[config.mk]
export PLATFORM = sky130hd
export DESIGN_NAME = sram_rw_arbiter
export DESIGN_NICKNAME = d
export VERILOG_FILES = /design/src/rtl/sram_rw_arbiter_pkg.sv /design/src/rtl/sram_rsp_fifo2.sv /design/src/rtl/sram_rw_arbiter.sv
export SDC_FILE = /design/constraint.sdc
export NUM_CORES = 1
export LEC_CHECK = 0
export BUFFER_PORTS_ARGS = -buffer_cell sky130_fd_sc_hd__buf_2
export CAP_MARGIN = 25
export CORE_AREA = 2 2 151 153
export DETAILED_ROUTE_END_ITERATION = 7
export DIE_AREA = 0 0 153 155
export GPL_ROUTABILITY_DRIVEN = 0
export HOLD_SLACK_MARGIN = 0.15
export PLACE_DENSITY = 0.67
export SLEW_MARGIN = 5
export SYNTH_ARGS = -nofsm -noshare
export SYNTH_HDL_FRONTEND = slang
export SYNTH_SLANG_ARGS = --single-unit
export TNS_END_PERCENT = 50
[constraint.sdc]
create_clock -name clock -period 4.7 [get_ports clock]
set_input_delay 0.235 -clock clock [delete_from_list [all_inputs] [get_ports clock]]
set_output_delay 0.235 -clock clock [all_outputs]
set_load 0.05 [all_outputs]
[src/rtl/sram_rw_arbiter_pkg.sv]
// Shared types for the SRAM RW0 arbiter: controller state, response entry and lane geometry.
package sram_rw_arbiter_pkg;

    typedef enum logic {
        ST_INIT = 1'b0,
        ST_RUN  = 1'b1
    } arb_state_e;

    // Response entries carry up to RSP_DATA_W bits of read data; DATA_W must not exceed it.
    localparam int RSP_DATA_W = 64;

    typedef struct packed {
        logic                  id;
        logic [RSP_DATA_W-1:0] data;
    } rsp_entry_t;

    function automatic int lane_w(input int data_w, input int mask_w);
        return data_w / mask_w;
    endfunction

endpackage

[src/rtl/sram_rsp_fifo2.sv]
// Two-entry valid/ready response FIFO; a pop and a push may share a cycle even when full.
module sram_rsp_fifo2
    import sram_rw_arbiter_pkg::*;
(
    input  logic       clk,
    input  logic       srst,
    input  logic       i_push,
    input  rsp_entry_t i_push_data,
    output logic       o_valid,
    input  logic       i_ready,
    output rsp_entry_t o_data,
    output logic [1:0] o_count
);

    rsp_entry_t r_slot [2];
    logic       r_wr_ptr;
    logic       r_rd_ptr;
    logic [1:0] r_count;
    logic       w_pop;

    assign o_valid = (r_count != 2'd0);
    assign o_data  = r_slot[r_rd_ptr];
    assign o_count = r_count;
    assign w_pop   = o_valid && i_ready;

    // When full, the write slot is the slot being popped, so push+pop never clobbers live data.
    always_ff @(posedge clk) begin
        if (i_push) begin
            r_slot[r_wr_ptr] <= i_push_data;
        end
    end

    always_ff @(posedge clk) begin
        if (srst) begin
            r_wr_ptr <= 1'b0;
            r_rd_ptr <= 1'b0;
            r_count  <= 2'd0;
        end else begin
            if (i_push) begin
                r_wr_ptr <= ~r_wr_ptr;
            end
            if (w_pop) begin
                r_rd_ptr <= ~r_rd_ptr;
            end
            r_count <= r_count + 2'(i_push) - 2'(w_pop);
        end
    end

endmodule

[src/rtl/sram_rw_arbiter.sv]
// Shares one single-port RW SRAM between two requesters: zero-fill sweep, round-robin grant,
// read admission against a 2-entry response buffer.
module sram_rw_arbiter
    import sram_rw_arbiter_pkg::*;
#(
    parameter int ADDR_W        = 9,
    parameter int DATA_W        = 64,
    parameter int MASK_W        = 8,
    parameter int INIT_ON_RESET = 1
) (
    input  logic                  clock,
    input  logic                  reset,
    input  logic [1:0]            req_valid,
    output logic [1:0]            req_ready,
    input  logic [1:0]            req_wmode,
    input  logic [2*ADDR_W-1:0]   req_addr,
    input  logic [2*MASK_W-1:0]   req_wmask,
    input  logic [2*DATA_W-1:0]   req_wdata,
    output logic                  rsp_valid,
    input  logic                  rsp_ready,
    output logic                  rsp_id,
    output logic [DATA_W-1:0]     rsp_data,
    output logic                  init_done,
    output logic [ADDR_W-1:0]     mem_addr,
    output logic                  mem_en,
    output logic                  mem_wmode,
    output logic [MASK_W-1:0]     mem_wmask,
    output logic [DATA_W-1:0]     mem_wdata,
    input  logic [DATA_W-1:0]     mem_rdata
);

    localparam logic [ADDR_W-1:0] LAST_ADDR = '1;

    arb_state_e        r_state;
    logic [ADDR_W-1:0] r_init_cnt;
    logic              r_init_done;
    logic              r_last_grant;
    logic              r_inflight;
    logic              r_inflight_id;
    logic [ADDR_W-1:0] r_hold_addr;
    logic [MASK_W-1:0] r_hold_wmask;
    logic [DATA_W-1:0] r_hold_wdata;

    logic [1:0]        w_fifo_count;
    logic              w_pop;
    logic [2:0]        w_load;
    logic              w_read_ok;
    logic              w_run;
    logic [1:0]        w_elig;
    logic              w_grant_any;
    logic              w_grant_id;
    logic              w_win_wmode;
    logic [ADDR_W-1:0] w_win_addr;
    logic [MASK_W-1:0] w_win_wmask;
    logic [DATA_W-1:0] w_win_wdata;
    rsp_entry_t        w_push_entry;
    rsp_entry_t        w_head;

    // Reads already in the FIFO or in the SRAM pipe, less the one leaving this cycle.
    assign w_pop     = rsp_valid && rsp_ready;
    assign w_load    = 3'(w_fifo_count) + 3'(r_inflight) - 3'(w_pop);
    assign w_read_ok = (w_load < 3'd2);
    assign w_run     = (r_state == ST_RUN) && !reset;

    generate
        for (genvar gi = 0; gi < 2; gi++) begin : g_req
            assign w_elig[gi]    = req_valid[gi] && (req_wmode[gi] || w_read_ok);
            assign req_ready[gi] = w_grant_any && (w_grant_id == 1'(gi));
        end
    endgenerate

    assign w_grant_any = w_run && (|w_elig);
    assign w_grant_id  = (&w_elig) ? ~r_last_grant : w_elig[1];

    assign w_win_wmode = w_grant_id ? req_wmode[1] : req_wmode[0];
    assign w_win_addr  = w_grant_id ? req_addr[2*ADDR_W-1:ADDR_W]  : req_addr[ADDR_W-1:0];
    assign w_win_wmask = w_grant_id ? req_wmask[2*MASK_W-1:MASK_W] : req_wmask[MASK_W-1:0];
    assign w_win_wdata = w_grant_id ? req_wdata[2*DATA_W-1:DATA_W] : req_wdata[DATA_W-1:0];

    always_comb begin
        mem_en    = 1'b0;
        mem_wmode = 1'b0;
        mem_addr  = r_hold_addr;
        mem_wmask = r_hold_wmask;
        mem_wdata = r_hold_wdata;
        if (!reset && r_state == ST_INIT) begin
            mem_en    = 1'b1;
            mem_wmode = 1'b1;
            mem_addr  = r_init_cnt;
            mem_wmask = '1;
            mem_wdata = '0;
        end else if (w_grant_any) begin
            mem_en    = 1'b1;
            mem_wmode = w_win_wmode;
            mem_addr  = w_win_addr;
            mem_wmask = w_win_wmask;
            mem_wdata = w_win_wdata;
        end
    end

    // Idle cycles replay the previous address/mask/data so the macro pins do not toggle.
    always_ff @(posedge clock) begin
        r_hold_addr  <= mem_addr;
        r_hold_wmask <= mem_wmask;
        r_hold_wdata <= mem_wdata;
    end

    always_ff @(posedge clock) begin
        if (reset) begin
            r_state       <= (INIT_ON_RESET != 0) ? ST_INIT : ST_RUN;
            r_init_cnt    <= '0;
            r_init_done   <= 1'b0;
            r_last_grant  <= 1'b1;
            r_inflight    <= 1'b0;
            r_inflight_id <= 1'b0;
        end else begin
            r_inflight    <= w_grant_any && !w_win_wmode;
            r_inflight_id <= w_grant_id;
            if (w_grant_any) begin
                r_last_grant <= w_grant_id;
            end
            case (r_state)
                ST_INIT: begin
                    r_init_cnt <= r_init_cnt + 1'b1;
                    if (r_init_cnt == LAST_ADDR) begin
                        r_state     <= ST_RUN;
                        r_init_done <= 1'b1;
                    end
                end
                default: begin
                    r_init_done <= 1'b1;
                end
            endcase
        end
    end

    assign w_push_entry.id   = r_inflight_id;
    assign w_push_entry.data = RSP_DATA_W'(mem_rdata);

    sram_rsp_fifo2 u_fifo (
        .clk         (clock),
        .srst        (reset),
        .i_push      (r_inflight),
        .i_push_data (w_push_entry),
        .o_valid     (rsp_valid),
        .i_ready     (rsp_ready),
        .o_data      (w_head),
        .o_count     (w_fifo_count)
    );

    assign rsp_id    = w_head.id;
    assign rsp_data  = DATA_W'(w_head.data);
    assign init_done = r_init_done;

endmodule

==> impl_metrics.env <==
export IMPL_pwr_density_cell_mw_per_mm2=352
export IMPL_synthFlopType="edfxtp_1"
export IMPL_initial_core_util=0.388
export IMPL_cpMaxStageDelayCell="fa_2"
export IMPL_vias=8178
export IMPL_grt_max_degree=66
export IMPL_synth_most_common_cell="edfxtp_1"
export IMPL_grtUsageTotal=0.237
export IMPL_synth_top_area_cell="edfxtp_1"
export IMPL_ant_nets=0
export IMPL_max_stage_delay_ns=0.61
export IMPL_fin_crit_ns=4.53
export IMPL_vdd_drop_max_uv=263
export IMPL_grt_busiest_layer="met2"
export IMPL_yosysWarnings=0
export IMPL_worstSkewPairLatency_ns=0.51
export IMPL_syn_avg_cell_area_um2=14.5
export IMPL_synth_top_cell_area_share=0.453
export IMPL_area_delta_synth_final_pct=63.2
export IMPL_h_tree_depth=1
export IMPL_maxSlewViolCount=0
export IMPL_skew_ns=0.00766
export IMPL_tns_ns=0
export IMPL_grt_antenna_before_repair=12
export IMPL_rsz0062_at_grt="no"
export IMPL_setup_worst_path_class="reg2out"
export IMPL_fmax_ghz=0.221
export IMPL_dieArea_mm2=0.0237
export IMPL_met3_usage=0.0582
export IMPL_design_area_mm2=0.0141
export IMPL_rows=55
export IMPL_yosysSeqAreaShare=0.685
export IMPL_pin_count=385
export IMPL_die_w_um=153
export IMPL_crit_reg2reg_launch="u_fifo.o_count[1]"
export IMPL_cts_sinks=230
export IMPL_dr_pass1_iters=8
export IMPL_place_inst=1235
export IMPL_viasPerCell=5.34
export IMPL_gr_total_overflow=0
export IMPL_tightest_slew_ns=0.938
export IMPL_clk_root_buffer_cell="clkbuf_16"
export IMPL_drtIter0Drc=895
export IMPL_crit_chain="or2_2 > and2_1 > ha_1 > inv_1 > ha_1 > inv_1 > fa_2 > nand2_1 > o21ai_2 > buf_4 > o21ai_4 > buf_8 > a222oi_1 > nor2_1 > buf_2"
export IMPL_pre_cts_ws_ns=0.495
export IMPL_p_leak_nw=6.21
export IMPL_clkTransAtPathRegs_ns=0.06
export IMPL_hpwlAfterDp_um=18000
export IMPL_timing_final_crit_share=0.964
export IMPL_fill_cells=1592
export IMPL_synth_edf_count=130
export IMPL_startpoint_type="flip-flop"
export IMPL_status="finished, violations left"
export IMPL_grt_pass1_vias=8265
export IMPL_hp_class="in2reg"
export IMPL_die_h_um=155
export IMPL_syn_inst=594
export IMPL_wire_per_inst_um=20.0
export IMPL_design_core_area_mm2=0.0222
export IMPL_worst_hold_slack_ns=0.204
export IMPL_end_kind="output pin"
export IMPL_fin_cells=1531
export IMPL_cp_max_fo=54
export IMPL_drc=6
export IMPL_maxCapViolCount=0
export IMPL_relSlewSlack=0.374
export IMPL_synthTopCellsByArea="edfxtp_1, dfxtp_1, mux2_2"
export IMPL_async_flop_share=0
export IMPL_drive_above_1_share=0.428
export IMPL_ys_top_cells_by_count="edfxtp_1, dfxtp_1, nor2_1, mux2_2, a222oi_1"
export IMPL_violations="design-rule violations"
export IMPL_setup_ws_ns=0.170
export IMPL_wirelength_um=30600
export IMPL_grtUsageMet1=0.273
export IMPL_finalHoldViolations=0
export IMPL_syn_num_nets=832
export IMPL_syn_cell_area_mm2=0.00862
export IMPL_cts_path_max_buffers=3
export IMPL_cts_buffers=25
export IMPL_cp_data_arrival_time_ns=4.30
export IMPL_grt_pass1_wl_um=44700
export IMPL_placedInstanceArea_mm2=0.0108
export IMPL_setup_viol=0
export IMPL_cts_tree="yes"
export IMPL_met2_usage=0.408
export IMPL_min_from="reset"
export IMPL_final_nets=1454
export IMPL_synth_seq_cells=230
export IMPL_startpoint="u_fifo.o_count[1]"
export IMPL_ys_types=39
export IMPL_cp_required_ns=4.47
export IMPL_place_port_buffers=384
-- sequential cells by signal, summed over array words and instances (netlist names), named ones only --
name / flops
u_fifo.r_slot: 130
r_hold_wdata: 64
r_hold_addr: 9
r_init_cnt: 9
r_hold_wmask: 8
u_fifo.o_count: 2
init_done: 1
r_inflight: 1
r_inflight_id: 1
r_last_grant: 1
r_state: 1
u_fifo.r_rd_ptr: 1
u_fifo.r_wr_ptr: 1
-- worst paths after layout --
kind         cells past startpoint                    to  slack, ns
min reg2reg                      0  u_fifo.r_slot[1][64]       0.48
min                              2         r_init_cnt[7]       0.20
max                             15         mem_wdata[18]       0.17
max reg2reg                     15      r_hold_wdata[18]       0.44
-- metal layers --
| metal | share of wire | vias up |
|---|---|---|
| met5 | 0 | - |
| met4 | 0.058 | 0 |
| met3 | 0.091 | 119 |
| met2 | 0.48 | 532 |
| met1 | 0.37 | 3915 |
| li1 | - | 3612 |
-- critical path: cells and delay by family, from the launching register on --
kind | cells | cell delay (ns)
compound gates | 3 | 0.79
fa+ha+maj | 3 | 1.03
buf+inv | 5 | 0.84
flops | 1 | 0.37
simple gates | 4 | 0.70
-- timing repair --
item	in CTS	in global routing
hold endpoints to repair	211	0
hold buffers	230	0
buffers inserted	0	7
pin swaps	0	6
gates cloned	0	2
gates resized for setup	2	7
setup endpoints to repair	2	51
-- per-stage QoR --
step	power, W	utilization
CTS	0.00494	0.627
detailed placement	0.00294	0.487
finish	0.00495	0.633
floorplan	0.00270	-
global placement	0.00293	0.487
global route	0.00512	0.633
-- final cells by class --
class | instances | area (um^2) | share of cell area
multi-input combinational | 308 | 2490 | 0.177
sequential | 230 | 5910 | 0.420
clock inverter | 8 | 72.6 | 0.00516
clock buffer | 37 | 716 | 0.0509
tap | 285 | 357 | 0.0254
timing repair buffer | 635 | 4430 | 0.315
antenna | 12 | 30.0 | 0.00214
inverter | 16 | 60.1 | 0.00427
-- kinds of logic after synthesis --
| logic type | after synthesis | share of synthesized area |
|---|---|---|
| flops | 230 | 0.685 |
| compound gates | 123 | 0.124 |
| simple gates | 101 | 0.0500 |
| mux | 67 | 0.0873 |
| buf+inv | 58 | 0.0353 |
| xor+xnor | 10 | 0.0102 |
| fa+ha+maj | 5 | 0.00813 |
-- layout by cell type (no fill, tap or decap), types with 3 or more instances in the layout --
master / count
and3_1: 4
ha_1: 4
a31oi_1: 9
diode_2: 12
buf_4: 17
edfxtp_1: 130
dlygate4sd3_1: 230
buf_12: 3
nand2_1: 7
a221o_1: 9
inv_1: 14
dfxtp_1: 99
nand3_1: 4
mux2_2: 65
a21oi_1: 5
nor2_1: 72
clkinv_2: 5
a222oi_1: 64
xor2_1: 5
o21ai_1: 11
a22oi_1: 8
clkbuf_16: 25
clkbuf_1: 4
buf_2: 384
clkbuf_2: 4
clkbuf_8: 4
a22o_1: 9
xnor2_1: 4
-- power breakdown --
part           switching [W]  leakage (nW)  internal [W]
Clock               0.000770         0.401       0.00111
Combinational       0.000538          3.83      0.000363
Sequential         0.0000204          1.98       0.00215
(Power assumes the default switching activity.)
